--- config.mk ---
export PLATFORM = sky130hd
export DESIGN_NAME = time_osd
export DESIGN_NICKNAME = d
export VERILOG_FILES = /design/src/rtl/dpa_pkg.sv /design/src/rtl/osd_row_sr.sv /design/src/rtl/time_osd.sv
export SDC_FILE = /design/constraint.sdc
export NUM_CORES = 1
export LEC_CHECK = 0
export ABC_CLOCK_PERIOD_IN_PS = 4500
export CORE_UTILIZATION = 40
export DETAILED_ROUTE_END_ITERATION = 8
export PLACE_DENSITY_LB_ADDON = 0.15
export SKIP_LAST_GASP = 1
export SLEW_MARGIN = 5
export SYNTH_ARGS = -nofsm -noshare
export SYNTH_HDL_FRONTEND = slang
export SYNTH_SLANG_ARGS = --single-unit
--- constraint.sdc ---
create_clock -name clk -period 4.5 [get_ports clk]
set_input_delay 0.9 -clock clk [delete_from_list [all_inputs] [get_ports clk]]
set_output_delay 0.9 -clock clk [all_outputs]
set_load 0.05 [all_outputs]
--- src/rtl/dpa_pkg.sv ---
// Shared types, geometry constants and glyph selection for the DPA time overlay.
package dpa_pkg;

  typedef enum logic [2:0] {
    ST_IDLE,
    ST_FETCH,
    ST_LATCH,
    ST_DRAW,
    ST_DONE
  } osd_state_t;

  localparam int GLYPH_W     = 16;
  localparam int GLYPH_H     = 32;
  localparam int N_CHARS     = 8;
  localparam int FB_ROW_LOG2 = 8;

  localparam logic [3:0] CODE_COLON   = 4'd10;
  localparam logic [3:0] CODE_INVALID = 4'd15;

  // ROM code for one character slot plus a flag marking a non-BCD digit.
  typedef struct packed {
    logic       invalid;
    logic [3:0] code;
  } glyph_sel_t;

  // Maps character slot 0..7 of "HH:MM:SS" to its ROM code.
  function automatic glyph_sel_t glyph_sel(input logic [23:0] t, input logic [2:0] ch);
    logic [3:0] nib;
    glyph_sel_t sel;
    nib         = 4'd0;
    sel.invalid = 1'b0;
    sel.code    = CODE_COLON;
    case (ch)
      3'd0:    nib = t[23:20];
      3'd1:    nib = t[19:16];
      3'd3:    nib = t[15:12];
      3'd4:    nib = t[11:8];
      3'd6:    nib = t[7:4];
      3'd7:    nib = t[3:0];
      default: nib = 4'd0;
    endcase
    if (ch != 3'd2 && ch != 3'd5) begin
      if (nib > 4'd9) begin
        sel.invalid = 1'b1;
        sel.code    = CODE_INVALID;
      end else begin
        sel.code = nib;
      end
    end
    return sel;
  endfunction

endpackage

--- src/rtl/osd_row_sr.sv ---
// Glyph-row shifter: holds one 16-pixel ROM row and walks its columns.
// The stored row is kept one pixel ahead, so `pix` is always the pixel that
// the next registered write decision needs (din's MSB while loading).
module osd_row_sr
  import dpa_pkg::*;
(
  input  logic               clk,
  input  logic               reset,
  input  logic               load,
  input  logic               shift,
  input  logic [GLYPH_W-1:0] din,
  output logic               pix,
  output logic [3:0]         col,
  output logic               last
);

  logic [GLYPH_W-1:0] sr_q;
  logic [3:0]         col_q;

  // Load a fresh row (already advanced by one pixel) or shift one column left.
  always_ff @(posedge clk) begin
    if (!reset) begin
      sr_q  <= '0;
      col_q <= 4'd0;
    end else if (load) begin
      sr_q  <= {din[GLYPH_W-2:0], 1'b0};
      col_q <= 4'd0;
    end else if (shift) begin
      sr_q  <= {sr_q[GLYPH_W-2:0], 1'b0};
      col_q <= col_q + 4'd1;
    end
  end

  assign pix  = load ? din[GLYPH_W-1] : sr_q[GLYPH_W-1];
  assign col  = col_q;
  assign last = (col_q == 4'd15);

endmodule

--- src/rtl/time_osd.sv ---
// Time-of-day overlay: renders "HH:MM:SS" glyphs from the character ROM into
// the frame buffer, writing only foreground pixels so the photo shows through.
module time_osd
  import dpa_pkg::*;
#(
  parameter int          ORG_X    = 64,
  parameter int          ORG_Y    = 112,
  parameter logic [23:0] FG_COLOR = 24'hFFFFFF
) (
  input  logic        clk,
  input  logic        reset,
  input  logic        start,
  input  logic [23:0] curr_time,
  input  logic [19:0] fb_addr,
  output logic [8:0]  cr_a,
  input  logic [15:0] cr_q,
  output logic [19:0] im_a,
  output logic        im_wen_n,
  output logic [23:0] im_d,
  output logic        busy,
  output logic        done
);

  osd_state_t  state_q;
  logic [23:0] time_q;
  logic [2:0]  ch_q;
  logic [4:0]  row_q;
  logic        inv_q;
  logic [8:0]  cr_a_q;
  logic [19:0] im_a_q;
  logic        im_wen_n_q;
  logic        busy_q;
  logic        done_q;

  logic        sr_load;
  logic        sr_shift;
  logic        sr_pix;
  logic        sr_last;
  logic [3:0]  sr_col;

  glyph_sel_t  first_sel;
  glyph_sel_t  cur_sel;
  glyph_sel_t  next_sel;
  logic        row_last;
  logic        ch_last;
  logic [19:0] addr_first;
  logic [19:0] addr_next;

  // Frame-buffer word address of pixel (ch, row, col); wraps in 20 bits.
  function automatic logic [19:0] pix_addr(input logic [19:0] base, input logic [2:0] ch,
                                           input logic [4:0] row, input logic [3:0] col);
    logic [19:0] x;
    logic [19:0] y;
    x = 20'(ORG_X) + 20'({ch, col});
    y = 20'(ORG_Y) + 20'(row);
    return base + (y << FB_ROW_LOG2) + x;
  endfunction

  assign first_sel  = glyph_sel(curr_time, 3'd0);
  assign cur_sel    = glyph_sel(time_q, ch_q);
  assign next_sel   = glyph_sel(time_q, ch_q + 3'd1);
  assign row_last   = (row_q == 5'(GLYPH_H - 1));
  assign ch_last    = (ch_q == 3'(N_CHARS - 1));
  assign addr_first = pix_addr(fb_addr, ch_q, row_q, 4'd0);
  assign addr_next  = pix_addr(fb_addr, ch_q, row_q, sr_col + 4'd1);

  assign sr_load  = (state_q == ST_LATCH);
  assign sr_shift = (state_q == ST_DRAW);

  osd_row_sr u_row_sr (
    .clk   (clk),
    .reset (reset),
    .load  (sr_load),
    .shift (sr_shift),
    .din   (cr_q),
    .pix   (sr_pix),
    .col   (sr_col),
    .last  (sr_last)
  );

  // Render sequencer: counters, ROM address and registered write port.
  always_ff @(posedge clk) begin
    if (!reset) begin
      state_q    <= ST_IDLE;
      time_q     <= '0;
      ch_q       <= '0;
      row_q      <= '0;
      inv_q      <= 1'b0;
      cr_a_q     <= '0;
      im_a_q     <= '0;
      im_wen_n_q <= 1'b1;
      busy_q     <= 1'b0;
      done_q     <= 1'b0;
    end else begin
      case (state_q)
        ST_IDLE: begin
          im_wen_n_q <= 1'b1;
          done_q     <= 1'b0;
          if (start) begin
            time_q  <= curr_time;
            ch_q    <= 3'd0;
            row_q   <= 5'd0;
            inv_q   <= first_sel.invalid;
            cr_a_q  <= {first_sel.code, 5'd0};
            busy_q  <= 1'b1;
            state_q <= ST_FETCH;
          end
        end
        ST_FETCH: begin
          state_q <= ST_LATCH;
        end
        ST_LATCH: begin
          // Column 0 decision comes straight from the ROM data being latched.
          im_a_q     <= addr_first;
          im_wen_n_q <= ~(sr_pix & ~inv_q);
          state_q    <= ST_DRAW;
        end
        ST_DRAW: begin
          if (!sr_last) begin
            im_a_q     <= addr_next;
            im_wen_n_q <= ~(sr_pix & ~inv_q);
          end else begin
            im_wen_n_q <= 1'b1;
            if (!row_last) begin
              row_q   <= row_q + 5'd1;
              inv_q   <= cur_sel.invalid;
              cr_a_q  <= {cur_sel.code, row_q + 5'd1};
              state_q <= ST_FETCH;
            end else if (!ch_last) begin
              ch_q    <= ch_q + 3'd1;
              row_q   <= 5'd0;
              inv_q   <= next_sel.invalid;
              cr_a_q  <= {next_sel.code, 5'd0};
              state_q <= ST_FETCH;
            end else begin
              done_q  <= 1'b1;
              state_q <= ST_DONE;
            end
          end
        end
        ST_DONE: begin
          done_q  <= 1'b0;
          busy_q  <= 1'b0;
          state_q <= ST_IDLE;
        end
        default: begin
          state_q <= ST_IDLE;
        end
      endcase
    end
  end

  assign cr_a     = cr_a_q;
  assign im_a     = im_a_q;
  assign im_wen_n = im_wen_n_q;
  assign im_d     = FG_COLOR;
  assign busy     = busy_q;
  assign done     = done_q;

endmodule

[Word-level counts from Yosys, hierarchy flattened]
Cells that the tools add are included.
Word-level totals
  register bits after elaboration: 87
  logic and storage cells: 122
  output and inout port bits: 56
  input bits: 63
Cells by class
  bitwise logic cells: 4
  multiplexer cells: 48
  add/subtract/negate cells: 9
  magnitude comparators: 3
  reductions and logical operators: 19
  equal/unequal tests: 27
Operators with widths (count)
  4-bit case mux with 6 select lines: 2
  20-bit by 8-bit adder with 20-bit output: 2
  20-bit case mux with 2 select lines: 1
  9-bit 2-to-1 mux: 4
  16-bit 2-to-1 mux: 2
  5-bit 2-to-1 mux: 6
  3-bit 2-to-1 mux: 8
  3-bit == test (second input constant): 7
  20-bit by 16-bit adder with 20-bit output: 1
  20-bit 2-to-1 mux: 1
  9-bit case mux with 2 select lines: 1
  7-bit by 7-bit adder with 8-bit output (first input constant): 2
  1-bit 2-to-1 mux: 13
  3-bit by 2-bit == test with 1-bit output (second input constant): 4
  4-bit greater-than comparator (second input constant): 3
  4-bit 2-to-1 mux: 3
  3-bit case mux with 4 select lines: 1
  5-bit case mux with 2 select lines: 1
  3-bit by 1-bit == test with 1-bit output (second input constant): 3
  3-bit zero test: 3
  3-bit != test (second input constant): 3
  7-bit by 5-bit adder with 8-bit output (first input constant): 1
  2-bit AND reduction: 4
  4-bit AND reduction: 2
  18 further kinds: 32

[Logic depth before layout (Yosys ltp)]
  depth in word-level cells: 10
  depth in mapped cells: 13
  gate-level depth less buffers: 13

[Cells and area by module]
A second synthesis with hierarchy kept.
Second synthesis, totals
  cells, all modules: 667
  area, all modules: 5491.5 µm²
By module, submodules not included
  time_osd: cells each 581, instances 1, seq. area each 1261.2 µm², area an instance 4538.1 µm²
  osd_row_sr: cells each 86, instances 1, seq. area each 380.4 µm², area an instance 953.4 µm²

[Least setup slack after synthesis]
Ideal clock, no wire load.
  path type: input port to flip-flop
  start: in fb_addr[8]
  end: reg im_a_q[19], in the netlist im_a[19]
  setup time: 0.116 ns
  data required time: 4.384 ns
  buffers on the path: 0
  setup slack: 1.146 ns
  cell stages on the path: 9
  data arrival time: 3.238 ns
  cell sequence: ha_1 fa_1 a21o_1 and3_4 nor4_4 nand3_2 nand4bb_4 or4_1 a41o_1
On the way
  word-level cells in the longest chain between the ends: 4
  elaborated cells between the ends (all ways): 5
  classes of those cells: add/sub (3); mux (2)
Ends and longest elaborated chain
  from (decl): RTL line time_osd.sv:14  | input logic [19:0] fb_addr,
  20-bit by 16-bit adder with 20-bit output (*): RTL line time_osd.sv:56  | return base + (y << FB_ROW_LOG2) + x;
  20-bit by 8-bit adder with 20-bit output: RTL line time_osd.sv:56
  20-bit 2-to-1 mux: RTL line time_osd.sv:119  | if (!sr_last) begin
  20-bit case mux with 2 select lines (*): RTL line time_osd.sv:95  | case (state_q)
  to (signal assigned): RTL line time_osd.sv:114  | im_a_q <= addr_first;
  to (signal assigned): RTL line time_osd.sv:120  | im_a_q <= addr_next;
  to (decl): RTL line time_osd.sv:30  | logic [19:0] im_a_q;
Mark *: on every way between the ends. The rest lies on a longest branch, timed or not. The select of a mux whose other input is x is not followed.
A chain may end at the register's enable or synchronous reset.

[Worst setup path in the final report]
  start: in fb_addr[1]
  end: reg im_a_q[19], in the netlist im_a[19]
The elaborated chain is that of the path after synthesis.

==> results_dict.tcl <==
set metrics [dict create \
    status "finished clean" \
    numClockSinks 82 \
    path_max_fanout 4 \
    placed_area_um2 6080 \
    final_antenna_net_count 0 \
    placementRows 40 \
    finalClockSkew_ps 6.74 \
    cts_tree "yes" \
    end_kind "register" \
    grt_max_degree 60 \
    dp_cells 860 \
    cts_setup_buffers 0 \
    cpMostUsedCell "ha_1" \
    ir_drop_uv 163 \
    dr.pass1.iters 6 \
    nets 801 \
    die_area_um2 13200 \
    place_worst_setup_slack_ps 497 \
    cts_buffers 9 \
    maxCapViolations 0 \
    pin_count 119 \
    numPortBuffers 94 \
    synth-seq-cells 82 \
    syn_to_final_growth_pct 23.9 \
    drive_above_1_share 0.0610 \
    crit_arrival_ps 3880 \
    clock_path_buffers 2 \
    regArea_um2 1640 \
    slew_headroom 0.398 \
    crit_path_start_kind "input port" \
    ys_warn_count 0 \
    leakage_uw 0.00249 \
    stdcell_count 873 \
    final-setup-viol-count 0 \
    period_needed_ps 3650 \
    gr-usage-all-layers 0.204 \
    core-area_um2 12200 \
    hp-class "register to register" \
    grt_overflow 0 \
    yosysUniqueCellTypes 67 \
    synthArstFlopShare 0 \
    viasPerCell 5.36 \
    crit_type "input port to register" \
    crit_path_cell_trace "clkdlybuf4s50_1 > ha_1 > ha_1 > inv_1 > fa_1 > nor2b_1 > o21ai_0 > a21boi_1 > or2_1 > nand4bb_4 > or4_1 > a41o_1" \
    finalSetupTns_ps 0 \
    cts.clk_slew.worst_paths_ps 60 \
    worst_path_max_delay_cell "or4_1" \
    cts_root_buf "clkbuf_16" \
    synth_edf_count 0 \
    hpwl_mm 9.47 \
    timing.fmax_ghz 0.274 \
    wl_mm 12.8 \
    h-tree-depth 3 \
    required_ps 4730 \
    post_drt_wl_per_cell_um 14.7 \
    nFillCells 1214 \
    ys_seq_area_frac 0.321 \
    num_vias 4679 \
    avgSynthCellArea_um2 8.18 \
    die_w_um 115 \
    rsz0062_at_grt "no" \
    first_iter_violations 263 \
    design_area_um2 6330 \
    initial_core_util 0.418 \
    period_share 0.811 \
    diodes 0 \
    finalHoldViolCount 0 \
    antenna_found_initial 0 \
    syn_inst 625 \
    die_height_um 115 \
    hold_buffers 0 \
    syn_area_um2 5110 \
    grt_pass1_wl_mm 21.3 \
    synth_ff_type "dfxtp_1" \
    grt_pass1_vias 4426 \
    final.setup.worst_slack_ps 851 \
    routabilityCongestion 0.837 \
    drc 0 \
    p_per_area_nw_per_um2 313 \
    slew_viol_final 0 \
    tightest_slew_ps 900 \
    insertion_delay_ps 340 \
    ctsResizeCount 0 \
    max_stage_delay_ps 490 \
    multiInputGateArea_um2 3170 \
    finalPower_uw 1980 \
]
-- cell usage in the layout (no fill, tap or decap), types with 2 or more instances in the layout --
master,count
o21a_1,3
nand3_1,14
fa_1,3
clkbuf_16,9
ha_1,32
nor3_1,7
nand4_1,2
dfxtp_1,82
a21oi_1,62
buf_4,8
a211o_1,2
nor2_1,62
a311oi_1,4
nor4_1,2
o221a_2,3
a222oi_1,8
and2_1,4
a31oi_1,3
a221oi_1,6
or3_2,2
xnor2_1,11
nor2b_1,4
a211oi_1,33
or2_2,3
o211a_1,2
and3_1,7
o21ai_0,19
nand2b_1,5
a22oi_1,7
mux2i_1,20
nor3b_1,2
clkdlybuf4s50_1,94
xor2_1,10
inv_1,16
conb_1,24
nand2_1,83
and3_4,2
o211ai_1,7
clkinv_2,3
a21o_1,4
-- synth_stat cells (6+ instances only) --
master,n,area share
a211oi_1,33,0.048
a21oi_1,63,0.062
a221oi_1,6,0.010
a222oi_1,8,0.016
a22oi_1,7,0.010
and3_1,7,0.0086
buf_4,26,0.038
clkbuf_1,26,0.019
dfxtp_1,82,0.32
ha_1,32,0.078
inv_1,17,0.012
mux2i_1,20,0.039
nand2_1,83,0.061
nand3_1,14,0.014
nor2_1,63,0.046
nor3_1,7,0.0069
o211ai_1,7,0.010
o21ai_0,19,0.019
xnor2_1,11,0.019
xor2_1,10,0.017
-- report_power, final --
group	switching [uW]	internal [uW]	leakage (uW)
Sequential	38.9	782	0.000672
Combinational	322	200	0.00169
Clock	279	361	0.000123
-- cells by family after synthesis --
kind of cell / share of synthesized area
other: 0.000734
muxes: 0.0392
AOI/OAI and AO/OA: 0.232
DFF: 0.321
xor gates and xnor gates: 0.0392
buffers and inverters: 0.0771
adders and majority gates: 0.0901
and+or+nand+nor: 0.200
-- layer usage --
metal	share of wire	GRT usage	vias to the layer above
met5	0	0	-
met4	0.014	0.0615	0
met3	0.046	0.0443	17
met2	0.48	0.347	122
met1	0.46	0.259	2187
li1	-	-	2353
-- sequential cells by signal, summed over array words and instances, names as in the netlist, 3 cells and up --
register       cells
im_a              20
state_q            3
ch_q               3
cr_a               5
u_row_sr.col       4
u_row_sr.sr_q     15
time_q            24
row_q              4
-- path summary, 6_finish.rpt --
kind                                       from  endpoint  slack [ps]  cells past startpoint
worst max-delay path                 fb_addr[1]  im_a[19]         850                     12
worst min-delay path                    im_a[7]   im_a[7]         470                      2
worst min register to register          im_a[7]   im_a[7]         470                      2
worst max register to register  u_row_sr.col[0]  im_a[19]        1190                     12
-- worst max-delay path: cells and delay by family --
family,cells,cell delay (ps)
buffers and inverters,2,490
and+or+nand+nor,4,990
adders and majority gates,3,880
AOI/OAI and AO/OA,3,610
-- area by class of cell --
cell class,count,share of cell area
Clock inverter,4,0.00356
Inverter,17,0.0101
Sequential cell,82,0.259
Timing Repair Buffer,102,0.158
Multi-Input combinational cell,491,0.500
Clock buffer,9,0.0356
Tap cell,168,0.0332
-- stage by stage --
step | util | hold slack, ps
after global routing | 0.518 | 482
after floorplan | - | 448
after detailed placement | 0.498 | 453
final | 0.518 | 466
after global placement | 0.498 | 450
after CTS | 0.518 | 470
Note: power is estimated with default switching activity, not from simulation.
